$ cat config.mk
export PLATFORM = sky130hd
export DESIGN_NAME = rr_arbiter8
export DESIGN_NICKNAME = d
export VERILOG_FILES = /design/src/rtl/rr_arbiter8.sv
export SDC_FILE = /design/constraint.sdc
export NUM_CORES = 1
export LEC_CHECK = 0
export CAP_MARGIN = 20
export CORE_MARGIN = 8
export CORE_UTILIZATION = 55
export DETAILED_ROUTE_END_ITERATION = 8
export DONT_BUFFER_PORTS = 1
export GPL_ROUTABILITY_DRIVEN = 0
export HOLD_SLACK_MARGIN = 0.03
export PLACE_DENSITY_LB_ADDON = 0.12
export SLEW_MARGIN = 0
export SYNTH_ARGS = -nofsm -noshare
export SYNTH_HDL_FRONTEND = slang
export SYNTH_SLANG_ARGS = --single-unit
$ cat constraint.sdc
create_clock -name clk -period 5.6 [get_ports clk]
set_input_delay 0.56 -clock clk [delete_from_list [all_inputs] [get_ports clk]]
set_output_delay 0.56 -clock clk [all_outputs]
set_load 0.05 [all_outputs]
$ cat src/rtl/rr_arbiter8.sv
`timescale 1ns / 1ps
`default_nettype none
// ============================================================================
// Module   : rr_arbiter8
// Purpose  : Eight-requester round-robin arbiter. Turns a multi-hot request
//            vector into a registered one-hot grant plus its binary index and
//            holds the grant until the owner releases it.
// Options  : ARB_TIMEOUT_EN - when defined, a hold counter forcibly reclaims
//            a grant held for TIMEOUT cycles and pulses `timeout`.
// Revision : 1.0 - initial release
// ============================================================================
module rr_arbiter8 #(
  parameter int unsigned TIMEOUT = 16
) (
  input  logic       clk,
  input  logic       rst_n,
  input  logic [7:0] req,
  input  logic       done,
  output logic [7:0] gnt,
  output logic [2:0] gnt_idx,
  output logic       gnt_vld,
  output logic       timeout
);

  typedef enum logic [0:0] {
    ST_IDLE  = 1'b0,
    ST_GRANT = 1'b1
  } state_t;

  // Reject out-of-range hold limits at elaboration time.
  if ((TIMEOUT < 2) || (TIMEOUT > 255)) begin : g_bad_timeout
    $error("rr_arbiter8: TIMEOUT must lie in 2..255");
  end

  state_t     state_q, state_d;
  logic [2:0] ptr_q, ptr_d;
  logic [7:0] gnt_q, gnt_d;
  logic [2:0] gnt_idx_q, gnt_idx_d;
  logic       gnt_vld_q, gnt_vld_d;

  logic       win_found;
  logic [2:0] win_idx;
  logic       owner_req;
  logic       expire;
  logic       release_grant;

`ifdef ARB_TIMEOUT_EN
  localparam logic [7:0] C_HOLD_LAST = 8'(TIMEOUT - 1);

  logic [7:0] cnt_q, cnt_d;
  logic       timeout_q, timeout_d;
`endif

  // Circular priority scan starting at ptr; the lowest offset from ptr wins.
  always_comb begin
    win_found = 1'b0;
    win_idx   = 3'd0;
    for (int i = 7; i >= 0; i--) begin
      if (req[ptr_q + 3'(i)]) begin
        win_found = 1'b1;
        win_idx   = ptr_q + 3'(i);
      end
    end
  end

  // Release conditions seen while a grant is held.
  always_comb begin
    owner_req = req[gnt_idx_q];
`ifdef ARB_TIMEOUT_EN
    expire    = (cnt_q == C_HOLD_LAST);
`else
    expire    = 1'b0;
`endif
    release_grant = done || !owner_req || expire;
  end

  // Next-state and next-output computation for the IDLE/GRANT machine.
  always_comb begin
    state_d   = state_q;
    ptr_d     = ptr_q;
    gnt_d     = gnt_q;
    gnt_idx_d = gnt_idx_q;
    gnt_vld_d = gnt_vld_q;
`ifdef ARB_TIMEOUT_EN
    cnt_d     = cnt_q;
    timeout_d = 1'b0;
`endif
    case (state_q)
      ST_IDLE: begin
        if (win_found) begin
          state_d   = ST_GRANT;
          gnt_d     = 8'b1 << win_idx;
          gnt_idx_d = win_idx;
          gnt_vld_d = 1'b1;
`ifdef ARB_TIMEOUT_EN
          cnt_d     = 8'd0;
`endif
        end
      end
      ST_GRANT: begin
        if (release_grant) begin
          // Always drop back to IDLE so consecutive grants get a bubble.
          state_d   = ST_IDLE;
          ptr_d     = gnt_idx_q + 3'd1;
          gnt_d     = 8'd0;
          gnt_idx_d = 3'd0;
          gnt_vld_d = 1'b0;
`ifdef ARB_TIMEOUT_EN
          // Flag only releases caused solely by the hold limit.
          timeout_d = expire && !done && owner_req;
`endif
        end else begin
`ifdef ARB_TIMEOUT_EN
          cnt_d = cnt_q + 8'd1;
`endif
        end
      end
      default: begin
        state_d = ST_IDLE;
      end
    endcase
  end

  // State and registered outputs; reset clears them without waiting for clk.
  always_ff @(posedge clk or negedge rst_n) begin
    if (!rst_n) begin
      state_q   <= ST_IDLE;
      ptr_q     <= 3'd0;
      gnt_q     <= 8'd0;
      gnt_idx_q <= 3'd0;
      gnt_vld_q <= 1'b0;
`ifdef ARB_TIMEOUT_EN
      cnt_q     <= 8'd0;
      timeout_q <= 1'b0;
`endif
    end else begin
      state_q   <= state_d;
      ptr_q     <= ptr_d;
      gnt_q     <= gnt_d;
      gnt_idx_q <= gnt_idx_d;
      gnt_vld_q <= gnt_vld_d;
`ifdef ARB_TIMEOUT_EN
      cnt_q     <= cnt_d;
      timeout_q <= timeout_d;
`endif
    end
  end

  assign gnt     = gnt_q;
  assign gnt_idx = gnt_idx_q;
  assign gnt_vld = gnt_vld_q;
`ifdef ARB_TIMEOUT_EN
  assign timeout = timeout_q;
`else
  assign timeout = 1'b0;
`endif

endmodule
`default_nettype wire

==> Implementation_results.wiki <==
{| class="wikitable"
! Metric !! Value
|-
| Critical path endpoint category || flip-flop
|-
| TritonCTS clock tree || built
|-
| # rows || 21
|-
| Net total in the final layout || 189
|-
| Insertion delay of the later-clocked pin in the worst-skew pair || 0.28 ns
|-
| Synthesized instance count || 177
|-
| Path type of the worst setup path || reg -> reg
|-
| Number of top-level design ports || 24
|-
| Share of flip-flops with an asynchronous set or reset after synthesis || 100.0%
|-
| Outcome || complete, no violations
|-
| Area of the mapped netlist || 1893 um^2
|-
| Total number of yosys warnings || 0
|-
| Syn nets || 191
|-
| Number of buffers on the longest clock path || 2
|-
| Via count of the first global-routing pass || 1,492
|-
| Biggest fanout along the worst timing path || 16
|-
| Fmax || 0.2686 GHz
|-
| Via count || 1,522
|-
| Arr. time, crit path || 3.85 ns
|-
| Maximum Capacitance Violations || 0
|-
| Initial detailed-routing violation count || 142
|-
| RSZ-0062 raised after global routing || no
|-
| Setup_tns || 0 ns
|-
| Required time of the worst setup path || 5.72 ns
|-
| Final critical path time including I/O delays and setup || 3.723 ns
|-
| Die Area || 5576 um^2
|-
| Number of fill cells || 301
|-
| Predominant post-synthesis flop cell || dfrtp_1
|-
| Total of buffers placed on input and output ports || 0
|-
| Actual slew at the worst max-slew pin || 0.8751 ns
|-
| Mean area per synthesized cell || 10.70 um^2
|-
| Final setup skew || 0.005131 ns
|-
| # clock sinks || 16
|-
| Startpoint type of the worst setup path || flip-flop
|-
| Share of cells above drive strength 1 || 25.43%
|-
| Clock slew at the register clock pins of the worst setup and hold paths || 0.08 ns
|-
| Antenna cells || 0
|-
| Initial core utilization || 57.18%
|-
| Most frequent cells in the layout || 19 x mux4_2, 17 x nand2_1, 16 x dfrtp_1, 11 x mux2i_1
|-
| Total half-perimeter wirelength after legalization and detailed placement || 3576 um
|-
| Core Area || 3311 um^2
|-
| Remaining number of nets flagged by the antenna check after routing || 0
|-
| Die H || 74.67 um
|-
| First-pass GRT wire length || 7893 um
|-
| Routed WL per cell || 21.53 um
|-
| Antenna violations before repair || 0
|-
| Count of instances resized after the clock tree is built || 0
|-
| Max-slew headroom at the worst pin || 41.12%
|-
| Aggregate routed wire length || 4716 um
|-
| Number of distinct standard cells referenced by the synthesized netlist || 51
|-
| Most common cell after layout, fill and taps aside || mux4_2
|-
| Count of unresolved DRC violations after routing || 0
|-
| Final clock period utilization by the worst path || 66.48%
|-
| Register bit total from synthesis || 16
|-
| Min-Delay Path Class || reg -> reg
|-
| Total Routing Usage GR || 18.14%
|-
| Seq/Total Area, Yosys || 21.15%
|-
| Number of hold violations in the final report || 0
|-
| DR vias/cell || 6.950
|-
| Area overhead of the layout relative to synthesis || 3.767%
|-
| Root Buffer || clkbuf_4
|-
| DIE WIDTH || 74.67 um
|-
| Detailed Routing Iterations Pass 1 || 4
|-
| GR Overflow Total || 0
|-
| Number of synthesized flops with an enable pin || 0
|-
| Final number of setup-violating endpoints || 0
|-
| Depth of the CTS H-tree || 1
|-
| Largest net degree at the start of global routing || 24
|-
| CTS buffer count || 3
|-
| Number of max-slew violations in the final report || 0
|}
## synthesized netlist by cell type, types with 8 or more instances
| cell | number | area share (%) |
|---|---|---|
| dfrtp_1 | 16 | 21 |
| inv_1 | 9 | 1.8 |
| mux2_2 | 8 | 4.8 |
| mux2i_1 | 11 | 5.8 |
| mux4_2 | 19 | 23 |
| nand2_1 | 17 | 3.4 |
| nor2_1 | 9 | 1.8 |
| o21ai_0 | 8 | 2.1 |
## through the flow
step / worst slack, ns / hold slack (ns) / instances / utilization, % / instance area [um^2]
floorplan: 2.443 / 0.2644 / 177 / - / 1893
global placement: 1.637 / 0.2648 / 214 / 57.52 / 1904
detailed placement: 1.550 / 0.2649 / 214 / 57.52 / 1904
CTS: 1.490 / 0.6660 / 218 / 58.50 / 1937
global route: 1.652 / 0.6716 / 219 / 59.33 / 1964
finish: 1.877 / 0.6251 / 219 / 59.33 / 1964
## area by class of cell
type	instances	area, um^2	area share (%)
multi-input cells	140	1394	70.96
flip-flops and latches	16	400.4	20.38
well taps	46	57.56	2.930
repair buffers	4	52.55	2.675
inverters	10	37.54	1.911
clock buffers	3	22.52	1.146
## final timing paths
check	startpoint	endpoint	slack (ns)	cells after the start
max in group asynchronous	rst_n	ptr_q[2]$_DFFE_PN0P_	4.39	1
worst max register to register	ptr_q[1]$_DFFE_PN0P_	gnt[7]$_DFFE_PN0P_	1.88	9
worst min register to register	ptr_q[0]$_DFFE_PN0P_	ptr_q[0]$_DFFE_PN0P_	0.63	2
worst min-delay path	ptr_q[0]$_DFFE_PN0P_	ptr_q[0]$_DFFE_PN0P_	0.63	2
min in group asynchronous	rst_n	gnt[2]$_DFFE_PN0P_	0.76	1
worst max-delay path	ptr_q[1]$_DFFE_PN0P_	gnt[7]$_DFFE_PN0P_	1.88	9
## layer usage
metal	routed length [um]	GRT usage [%]
met5	0	0
met1	1921	25.06
met3	463	4.128
met2	2252	27.78
met4	78	4.783
## logic make-up after synthesis
family                     Yosys count  share of synthesized area (%)
xor gates and xnor gates             6                          3.173
muxes                               44                          38.47
buffers and inverters               21                          5.221
adders and majority gates            3                          1.983
and+or+nand+nor                     41                          10.31
DFF                                 16                          21.15
other                                1                         0.1981
AOI/OAI and AO/OA                   45                          19.50
## state kept, by name (all words and copies together), names as in the netlist
name / cells
gnt: 8
gnt_idx: 3
ptr_q: 3
gnt_vld: 1
state_q: 1
## worst max-delay path, stage by stage, from the launching register on
cell	delay [ns]
dfrtp_1	0.33
buf_4	0.24
clkinv_1	0.28
ha_1	0.62
mux4_2	0.43
mux2i_1	0.33
nor2_1	0.13
mux2_2	0.32
nor4_1	0.67
o41ai_1	0.22
## what timing repair did
action / 4_1_cts / 5_1_grt
setup buffers: 0 / 0
endpoints found under the setup margin: 0 / 0
hold endpoints to repair: 16 / 0
hold buffers: 1 / 0
Power is left out: the tool's default activity adds up to more than one toggle a clock period on the data nets, which glitch-free logic cannot reach.
